**src/rtl/soc_sysid_timeout_ctr.sv**
```systemverilog
// Generic clear / enable / terminal-count counter used as a bus-read
// watchdog. tc is high in the cycle whose increment would make the count
// equal LIMIT, so LIMIT cycles of enable end with tc.
`timescale 1ns/1ps
module soc_sysid_timeout_ctr #(
    parameter int unsigned CNT_W = 16,
    parameter int unsigned LIMIT = 255
)(
    input  logic clock,
    input  logic reset,
    input  logic clr,
    input  logic en,
    output logic tc
);
    localparam logic [CNT_W-1:0] TC_VAL   = CNT_W'(LIMIT - 32'd1);
    localparam logic [CNT_W-1:0] CNT_ONE  = CNT_W'(1);
    localparam logic [CNT_W-1:0] CNT_MAX  = {CNT_W{1'b1}};
    localparam logic [CNT_W-1:0] CNT_ZERO = {CNT_W{1'b0}};

    logic [CNT_W-1:0] count_r;

    // Count register: clear wins over enable, saturates at all-ones.
    always_ff @(posedge clock or posedge reset) begin
        if (reset) begin
            count_r <= CNT_ZERO;
        end else if (clr) begin
            count_r <= CNT_ZERO;
        end else if (en && (count_r != CNT_MAX)) begin
            count_r <= count_r + CNT_ONE;
        end else begin
            count_r <= count_r;
        end
    end

    assign tc = en && (count_r >= TC_VAL);

endmodule

```
**config.mk**
```make
export PLATFORM = sky130hd
export DESIGN_NAME = soc_sysid_timeout_ctr
export DESIGN_NICKNAME = d
export VERILOG_FILES = /design/src/rtl/soc_sysid_timeout_ctr.sv
export SDC_FILE = /design/constraint.sdc
export NUM_CORES = 1
export LEC_CHECK = 0
export BUFFER_PORTS_ARGS = -buffer_cell sky130_fd_sc_hd__buf_4
export CAP_MARGIN = 20
export CORE_UTILIZATION = 55
export DETAILED_ROUTE_END_ITERATION = 8
export MAX_ROUTING_LAYER = met4
export PLACE_DENSITY = 0.73
export SYNTH_ARGS = -nofsm -noshare
export SYNTH_HDL_FRONTEND = slang
export SYNTH_SLANG_ARGS = --single-unit
```
**constraint.sdc**
```tcl
create_clock -name clock -period 3.6 [get_ports clock]
set_clock_uncertainty 0.1 [all_clocks]
set_input_delay 0.54 -clock clock [delete_from_list [all_inputs] [get_ports clock]]
set_output_delay 0.54 -clock clock [all_outputs]
set_load 0.01 [all_outputs]
```
==> flow_summary.rst <==
.. list-table::
   :header-rows: 1

   * - Metric
     - Value
   * - Via/cell ratio
     - 7.09
   * - Sum Neg Setup Slack
     - 0 ns
   * - Max FFs per register
     - 16
   * - Final-report max-slew violation count
     - 0
   * - Synth Net Count
     - 116
   * - Worst-skew pair later-pin latency
     - 0.29 ns
   * - Largest registers in the final layout
     - count_r (16)
   * - Fraction of final layout cells sized beyond drive strength 1
     - 12.4%
   * - Crit path arrival time
     - 1.60 ns
   * - Post-route antenna net violation count
     - 0
   * - Post-layout net count
     - 120
   * - Final period utilization
     - 62.2%
   * - Aggregate global routing overflow
     - 0
   * - Global-route wire length before repair
     - 3820 um
   * - Post-CTS resize count
     - 0
   * - Starting utilization of the core area
     - about three fifths
   * - Number of hold buffers added after cts
     - 0
   * - Warning count from the yosys run
     - 0
   * - Die W
     - 44.0 um
   * - Row cnt
     - 14
   * - Critical path destination
     - tc
   * - Type of element launching the critical path
     - flop
   * - Number of buffer and inverter stages on the critical path
     - 1
   * - Final count of negative-setup-slack endpoints
     - 0
   * - Worst Hold Class
     - in -> async
   * - Maximum VDD drop
     - between 0.2 and 0.25 mV
   * - Time the final worst path needs with I/O delays and setup
     - 2.24 ns
   * - Critical Path Start
     - count_r[4]
   * - Mapped Cells
     - 110
   * - Number of filler instances in the final layout
     - 135
   * - Path length in cells of the critical path
     - 4
   * - Placement Setup Slack
     - 1.52 ns
   * - Static leakage power
     - 0.414 nW
   * - Port Buffer Count
     - 4
   * - DPL Wire Length
     - 1510 um
   * - DRC errors left
     - 0
   * - Max_slew headroom
     - 51.7%
   * - Total cell area at the placement stage
     - 998 sq um
   * - Gp weighted congestion
     - ~0.93
   * - Post-synthesis sequential area ratio
     - 41.3%
   * - CP Data Required Time
     - 2.96 ns
   * - Footprint of the multi-input gates
     - 529 sq um
   * - Number of global-route vias before repair
     - 789
   * - Post-synth top area share
     - 41.3%
   * - Final hold slack
     - between 0.2 and 0.25 ns
   * - DRC violation total after the first TritonRoute iteration
     - 53
   * - Total chip power
     - approximately 0.32 mW
   * - Unrepaired setup endpoints after global routing
     - no
   * - Die Span Y
     - 44.0 um
   * - Number of buffers on the longest clock path
     - 2
   * - Overall routed net length
     - 2200 um
   * - Max Fclk
     - 0.447 GHz
   * - Cells on worst reg2reg path
     - 5
   * - Syn Std Cell Area
     - 970 sq um
   * - Critical path class
     - reg -> out
   * - Setup bufs post-CTS
     - 0
   * - Cell type contributing the most total cell area after synthesis
     - dfrtp_1
   * - Number of diodes
     - 0
   * - Power per cell area
     - 313 nW/um^2
   * - Area Overhead vs Synth
     - 6.71%
   * - Area taken by flip-flops and latches
     - between 400 and 500 sq um
   * - Io pins
     - 5
   * - Clock tree from TritonCTS
     - built
   * - RR Endpoint
     - count_r[14]
   * - Clock root buffer
     - clkbuf_4
   * - Type of destination of the critical path
     - output pin
   * - CP Cell Sequence
     - and4_1 -> o2111ai_1 -> a31oi_1 -> buf_4
   * - Run status
     - finished, final reports clean
   * - Distinct cell type count of the synthesized netlist
     - 32
   * - Top reg by flops
     - count_r
   * - Source of the worst register-to-register timing path
     - count_r[1]
   * - Number of CTS-inserted buffers
     - 3
   * - Sinks on the clock net
     - 16
   * - Pin count of the biggest net entering global routing
     - 17
   * - Maximum Capacitance Violations
     - 0
   * - # H-tree levels
     - 1
   * - Post-synthesis average cell area
     - 8.82 sq um
   * - Die footprint
     - 1940 sq um
   * - Number of flip-flops and latches in the synthesized netlist
     - 16
   * - Detailed-route wire length per cell
     - 17.1 um
   * - Largest cells by area after synthesis
     - dfrtp_1 41%, nand4_1 5.8%, a21oi_1 5.7%
   * - Max incr delay on CP
     - 0.47 ns
   * - Clock transition at the registers of the reported paths
     - 0.09 ns
   * - GR Util All Layers
     - about 28%
   * - Core box area
     - 1580 sq um
   * - Final hold viol count
     - 0
   * - Standard cell with the maximum stage delay on the critical path
     - dfrtp_1
   * - Final std cell area, no fill
     - 1030 sq um
   * - Routed via count
     - 915
   * - Maximum fanout along the worst path
     - 8
   * - Worst reg2reg setup slack
     - 1.48 ns
   * - Initial antenna violation count
     - 0
   * - Total iterations of the first detailed-routing run
     - 7
   * - Category of cells accounting for the largest share of critical-path delay
     - flip-flops
   * - Final worst-path setup slack
     - 1.36 ns
   * - Slew at the pin closest to its max-slew limit
     - 0.719 ns
==> final cells by class <==
type | count | share of cell area [%]
multi-input combinational | 84 | 51.1
sequential | 16 | 38.7
tap | 16 | 1.93
timing repair buffer | 4 | 2.90
clock buffer | 4 | 3.51
inverter | 5 | 1.81
==> placed cells by master (no fill, tap or decap), types with 3 or more instances in the layout <==
master    count
nor2_1        4
nand3_1       8
nor4_1        3
clkbuf_4      3
or3_1         7
buf_4         4
nand2_1       6
a21oi_1      11
o21ai_0       7
inv_1         5
nor3_1        3
and4_1        3
nand4_1       9
dfrtp_1      16
==> cell families after synthesis <==
family / share of synthesized area (%)
flops: 41.3
simple gates: 31.0
xor+xnor: 0.903
buf+inv: 4.13
compound gates: 20.1
fa+ha+maj: 2.58
==> per-layer routing <==
layer  up-vias  global-route usage [%]  routed length [um]
li1        442                       -                   -
met1       430                    39.1                1090
met2        39                    41.2                 961
met3         4                    3.33                 120
met4         0                    9.09                  31
met5         -                       -                   0
==> power breakdown <==
group          internal [mW]  switching, mW  leakage [nW]
clock                 0.0617         0.0576        0.0210
combinational        0.00599         0.0134         0.172
sequential             0.181        0.00367         0.222
total                  0.249         0.0747         0.414
==> cells in the mapped netlist <==
master	n
dfrtp_1	16
a21oi_1	11
nand4_1	9
nand3_1	8
o21ai_0	7
or3_1	7
nand2_1	6
inv_1	5
nor2_1	4
and4_1	3
clkbuf_1	3
nor3_1	3
nor4_1	3
a31oi_1	2
ha_1	2
o2111ai_1	2
o211ai_1	2
o31ai_1	2
or2_2	2
a311oi_1	1
a31o_2	1
and3_1	1
buf_2	1
clkbuf_2	1
nand4_2	1
nor4_2	1
o211a_1	1
o311ai_0	1
o41ai_1	1
or4_1	1
or4_4	1
xor2_1	1
==> worst min-delay path by stage <==
stage                  endpoint  depth (start not counted)
floorplan            count_r[0]                          1
global placement     count_r[7]                          2
detailed placement   count_r[7]                          2
CTS                 count_r[11]                          2
global route        count_r[11]                          2
finish              count_r[11]                          2
==> stage by stage <==
stage | cells | utilization [%]
after CTS | 129 | 65.6
after detailed placement | 125 | 63.3
final | 129 | 65.6
after global routing | 129 | 65.6
after floorplan | 110 | -
after global placement | 125 | 63.3
Note: power is estimated with default switching activity, not from simulation.
